### src/rtl/reg_bus_arbiter.sv
// reg_bus_arbiter: shares one native register bus between up to four
// requesters. A winner is picked round-robin in IDLE, its command is
// registered, one strobe cycle is issued in ACCESS, and a one-cycle ack
// carrying the read data is returned in ACK.
//
// Optional build macro: REG_BUS_ARB_LOCK_EN
//   When defined, a requester that holds req_lock during its ack cycle
//   keeps the grant for its next access, provided its req_valid is high in
//   the following IDLE cycle. When undefined, req_lock is ignored and
//   arbitration is pure round-robin.
//
// Handshake: a requester raises req_valid with a stable command and holds
// both until it sees its req_ack pulse. At the edge that ends the ack cycle
// it either drops req_valid or presents the next command. Requests are
// sampled only in IDLE, so a valid left high during ACK is never granted twice.
module reg_bus_arbiter #(
  parameter int NUM_REQ    = 2,
  parameter int ADDR_WIDTH = 32,
  parameter int DATA_WIDTH = 32
) (
  input  logic                              hclk,
  input  logic                              hresetn,
  input  logic [NUM_REQ-1:0]                req_valid,
  input  logic [NUM_REQ-1:0]                req_lock,
  input  logic [NUM_REQ-1:0]                req_we,
  input  logic [NUM_REQ*ADDR_WIDTH-1:0]     req_addr,
  input  logic [NUM_REQ*DATA_WIDTH-1:0]     req_wdata,
  input  logic [NUM_REQ*(DATA_WIDTH/8)-1:0] req_be,
  output logic [NUM_REQ-1:0]                req_ack,
  output logic [DATA_WIDTH-1:0]             req_rdata,
  output logic [ADDR_WIDTH-1:0]             reg_addr,
  output logic [DATA_WIDTH-1:0]             reg_wdata,
  output logic [DATA_WIDTH/8-1:0]           reg_be,
  output logic                              reg_we,
  output logic                              reg_re,
  input  logic [DATA_WIDTH-1:0]             reg_rdata,
  output logic                              busy,
  output logic [1:0]                        gnt_id
);

  localparam int BE_W = DATA_WIDTH / 8;

  typedef enum logic [1:0] {
    ST_IDLE   = 2'd0,
    ST_ACCESS = 2'd1,
    ST_ACK    = 2'd2
  } state_t;

  state_t                  state_q, state_d;
  logic                    cmd_we_q, cmd_we_d;
  logic [ADDR_WIDTH-1:0]   cmd_addr_q, cmd_addr_d;
  logic [DATA_WIDTH-1:0]   cmd_wdata_q, cmd_wdata_d;
  logic [BE_W-1:0]         cmd_be_q, cmd_be_d;
  logic [1:0]              gnt_id_q, gnt_id_d;
  logic [1:0]              ptr_q, ptr_d;
  logic [DATA_WIDTH-1:0]   rdata_q, rdata_d;

  logic                    rr_found;
  logic [1:0]              rr_winner;
  logic [1:0]              sel_id;

`ifdef REG_BUS_ARB_LOCK_EN
  logic                    lock_q, lock_d;
  logic                    lock_hit;
  logic                    gnt_lock;
`else
  logic                    unused_lock;
  assign unused_lock = ^req_lock;
`endif

  // Round-robin search: first valid requester starting at ptr_q+1, wrapping.
  always_comb begin
    rr_found  = 1'b0;
    rr_winner = ptr_q;
    for (int k = 1; k <= NUM_REQ; k++) begin
      for (int i = 0; i < NUM_REQ; i++) begin
        if (!rr_found && (i == (int'(ptr_q) + k) % NUM_REQ) && req_valid[i]) begin
          rr_found  = 1'b1;
          rr_winner = 2'(i);
        end
      end
    end
  end

`ifdef REG_BUS_ARB_LOCK_EN
  // Locked requester keeps the bus only while it is still requesting.
  always_comb begin
    lock_hit = 1'b0;
    gnt_lock = 1'b0;
    for (int i = 0; i < NUM_REQ; i++) begin
      if (gnt_id_q == 2'(i)) begin
        lock_hit = lock_q && req_valid[i];
        gnt_lock = req_lock[i];
      end
    end
  end

  assign sel_id = lock_hit ? gnt_id_q : rr_winner;
`else
  assign sel_id = rr_winner;
`endif

  // Next-state logic: capture the winner in IDLE, sample read data in ACCESS,
  // advance the round-robin pointer in ACK.
  always_comb begin
    state_d     = state_q;
    cmd_we_d    = cmd_we_q;
    cmd_addr_d  = cmd_addr_q;
    cmd_wdata_d = cmd_wdata_q;
    cmd_be_d    = cmd_be_q;
    gnt_id_d    = gnt_id_q;
    ptr_d       = ptr_q;
    rdata_d     = rdata_q;
`ifdef REG_BUS_ARB_LOCK_EN
    lock_d      = lock_q;
`endif
    case (state_q)
      ST_IDLE: begin
`ifdef REG_BUS_ARB_LOCK_EN
        // The lock is spent (or abandoned) by the arbitration in this cycle.
        lock_d = 1'b0;
`endif
        if (|req_valid) begin
          gnt_id_d = sel_id;
          for (int i = 0; i < NUM_REQ; i++) begin
            if (sel_id == 2'(i)) begin
              cmd_we_d    = req_we[i];
              cmd_addr_d  = req_addr[i*ADDR_WIDTH +: ADDR_WIDTH];
              cmd_wdata_d = req_wdata[i*DATA_WIDTH +: DATA_WIDTH];
              cmd_be_d    = req_be[i*BE_W +: BE_W];
            end
          end
          state_d = ST_ACCESS;
        end
      end
      ST_ACCESS: begin
        if (!cmd_we_q) begin
          rdata_d = reg_rdata;
        end
        state_d = ST_ACK;
      end
      ST_ACK: begin
        ptr_d   = gnt_id_q;
`ifdef REG_BUS_ARB_LOCK_EN
        lock_d  = gnt_lock;
`endif
        state_d = ST_IDLE;
      end
      default: begin
        state_d = ST_IDLE;
      end
    endcase
  end

  // State and command registers; reset aborts any access in flight.
  always_ff @(posedge hclk or negedge hresetn) begin
    if (!hresetn) begin
      state_q     <= ST_IDLE;
      cmd_we_q    <= 1'b0;
      cmd_addr_q  <= '0;
      cmd_wdata_q <= '0;
      cmd_be_q    <= '0;
      gnt_id_q    <= 2'd0;
      ptr_q       <= 2'(NUM_REQ - 1);
      rdata_q     <= '0;
    end else begin
      state_q     <= state_d;
      cmd_we_q    <= cmd_we_d;
      cmd_addr_q  <= cmd_addr_d;
      cmd_wdata_q <= cmd_wdata_d;
      cmd_be_q    <= cmd_be_d;
      gnt_id_q    <= gnt_id_d;
      ptr_q       <= ptr_d;
      rdata_q     <= rdata_d;
    end
  end

`ifdef REG_BUS_ARB_LOCK_EN
  // Lock flag register.
  always_ff @(posedge hclk or negedge hresetn) begin
    if (!hresetn) begin
      lock_q <= 1'b0;
    end else begin
      lock_q <= lock_d;
    end
  end
`endif

  // One-hot ack pulse to the granted requester during ACK.
  always_comb begin
    req_ack = '0;
    for (int i = 0; i < NUM_REQ; i++) begin
      if ((state_q == ST_ACK) && (gnt_id_q == 2'(i))) begin
        req_ack[i] = 1'b1;
      end
    end
  end

  assign reg_we    = (state_q == ST_ACCESS) && cmd_we_q;
  assign reg_re    = (state_q == ST_ACCESS) && !cmd_we_q;
  assign reg_be    = (state_q == ST_ACCESS) ? cmd_be_q : '0;
  assign reg_addr  = cmd_addr_q;
  assign reg_wdata = cmd_wdata_q;
  assign req_rdata = rdata_q;
  assign busy      = (state_q != ST_IDLE);
  assign gnt_id    = gnt_id_q;

endmodule

### config.mk
export PLATFORM = sky130hd
export DESIGN_NAME = reg_bus_arbiter
export DESIGN_NICKNAME = d
export VERILOG_FILES = /design/src/rtl/reg_bus_arbiter.sv
export SDC_FILE = /design/constraint.sdc
export NUM_CORES = 1
export LEC_CHECK = 0
export BUFFER_PORTS_ARGS = -buffer_cell sky130_fd_sc_hd__clkbuf_2
export CORE_UTILIZATION = 36
export CTS_CLUSTER_SIZE = 40
export DETAILED_ROUTE_END_ITERATION = 7
export GPL_TIMING_DRIVEN = 0
export PLACE_DENSITY = 0.72
export SYNTH_ARGS = -nofsm -noshare
export SYNTH_HDL_FRONTEND = slang
export SYNTH_SLANG_ARGS = --single-unit
### constraint.sdc
create_clock -name hclk -period 1.6 [get_ports hclk]
set_clock_uncertainty 0.15 [all_clocks]
set_input_delay 0.48 -clock hclk [delete_from_list [all_inputs] [get_ports hclk]]
set_output_delay 0.48 -clock hclk [all_outputs]
set_load 0.01 [all_outputs]
==> out/results.ini <==
[outcome]
outcome=finished with violations
violations=setup timing

[critical_path]
crit_path_cell_trace=nor2b_4 -> and2b_1 -> buf_6 -> buf_8 -> buf_6
critPathBufInv=3
max_stage_delay_ns=0.42
setup.worst_path.class=flop to primary output
arrival_ns=1.44
r2r_start=state_q[0]$_DFFE_PN0P_
slowest_stage=dfrtp_1
start_kind=flop
critPathTopFamily=flip-flops
path_max_fanout=3
cp_common_cell=buf_6
required_ns=0.97
crit_start=state_q[0]$_DFFE_PN0P_
endpoint_kind=primary output

[routing]
wl_per_cell_um=21.0
drt_iter0_drc=462
drcViolationCount=0
ant_nets=0
dr.pass1.iters=5
routed_wl_um=21600
avgViaCountPerCell=6.00
via_count=6170

[grt]
use_met2_pct=43.5
grt_first_pass_wirelength_um=31500
antenna_found_initial=4
grt_overflow=0
grt_max_degree=107
grt_pass1_vias=5880
busiest_layer=met2
met1_usage_pct=32.0
grt_usage_pct=25.9
grt_util_met3_pct=5.15

[clocking]
clock_latency_ns=0.35
clockRootBuffer=clkbuf_16
clk_path_buf_depth=2
numCtsBuffers=9
clkTransAtPathRegs_ns=0.07
h-tree-depth=3
cts.sinks=106
cts_tree=built

[finish]
fin_cells=1028
layout-drive-gt1-share_pct=56.4
fin_area_um2=8630
areaGrowthSynthToFinish_pct=59.9
area.sequential_um2=2660
nFillCells=1261
nets=1011
multi_input_area_um2=2900
layout_commonest_cell=clkbuf_2
final_cell_mix=clkbuf_2, dfrtp_1, o2111ai_1, nand3_1, o2111ai_2

[timing]
grt_setup_unrepaired=true
hold_viol_final=0
relSlewSlack_pct=42.2
period_share_pct=129
setup_violations=79
finalCriticalPeriod_ns=2.07
worst_slew_pin_slew_ns=0.867
finalMaxSlewViolations=0
setup_ws_ns=-0.470
fmax_mhz=483

[pwr]
p_per_area_nw_per_um2=2000
peakVddDrop_mv=1.09
p_leak_nw=3.97
total_power_mw=17.2

[yosys]
synthesis.area_um2=5400
syn_nets=691
synth_cell_types=24
postSynthAreaPerCell_um2=10.5
synthCells=515
ys_seq_elements=106
yosys_warnings=0
ys_seq_area_share_pct=49.2

[die]
start_util_pct=37.0
core.rowCount=44
dieHeight_um=124
chipWidth_um=124
core-area_um2=14600
ioPinCount=283
die_area_um2=15500

[placement]
dpl.cell_count=977
place_area_um2=7030
port_buffers=278
place_ws_ns=-0.580
routabilityCongestion=0.854
dpl.hpwl_um=14000

[flow_run]
cap_violations=0

[min_path]
holdCritPathClass=input pin to async pin

[synthesized netlist by cell type, drive strengths merged]
cell type,instances,area (um^2)
nand3,69,345
buf,23,139
and3b,1,8.76
a32o,1,10.0
and2b,1,7.51
o21ai,70,350
dfrtp,105,2630
nor3b,1,7.51
mux2,32,360
dfstp,1,26.3
inv,4,15.0
nor2,3,13.8
nand2,3,11.3
clkbuf,55,208
and2,5,31.3
nor2b,3,26.3
o2111ai,138,1210
[routing by layer]
metal	share of wire, %	up-vias
met5	0	-
met4	3.2	0
met3	6.5	46
met2	50	333
met1	40	3047
li1	-	2744
[final cells by class]
cell class	instances	area share, %
plain buffers	76	6.51
clock buffers	9	2.61
repair buffers	311	22.4
diodes	4	0.116
multi-input cells	327	33.6
well taps	184	2.67
clock inverters	7	0.986
inverters	4	0.261
flip-flops and latches	106	30.8
[path summary, 6_finish.rpt]
path | slack [ns] | endpoint | cells past startpoint
worst min register to register | 0.34 | req_rdata[23]$_DFFE_PN0P_ | 1
worst min-delay path | 0.08 | reg_wdata[6]$_DFFE_PN0P_ | 1
min in group hclk | 0.20 | req_rdata[25]$_DFFE_PN0P_ | 2
worst max register to register | -0.33 | req_rdata[20]$_DFFE_PN0P_ | 8
max in group asynchronous | 0.57 | state_q[1]$_DFFE_PN0P_ | 1
worst max-delay path | -0.47 | reg_re | 5
[flip-flops by register name (all words and copies together) (netlist names)]
signal,count
gnt_id,2
cmd_we_q,1
ptr_q,1
cmd_be_q,4
state_q,2
reg_wdata,32
reg_addr,32
req_rdata,32
[timing repair]
action                     4_1_cts  5_1_grt
resized for setup               71      239
pin swaps                        4       66
setup endpoints to repair      114      112
hold buffers                     0        0
gates cloned                     2        8
setup buffers                   10       16
[stage by stage]
stage | utilization, % | TNS [ns] | hold WS (ns)
after detailed placement | 48.2 | -44.99 | 0.325
after CTS | 52.7 | -12.55 | 0.136
after global placement | 48.1 | -216.73 | 0.318
after global routing | 59.2 | -17.67 | 0.157
final | 59.2 | -12.18 | 0.0798
after floorplan | - | 0 | 0.0344
[logic make-up after synthesis]
family | synth area share (%)
AOI/OAI and AO/OA | 29.1
buffers and inverters | 6.70
DFF | 49.2
muxes | 6.68
and+or+nand+nor | 8.37
[power by group]
part | leakage (nW) | internal, mW | switching [mW]
registers | 1.29 | 4.02 | 0.827
clock network | 0.153 | 1.25 | 1.11
logic | 2.53 | 4.93 | 5.10
No activity file was read; power rests on OpenSTA's default activity.
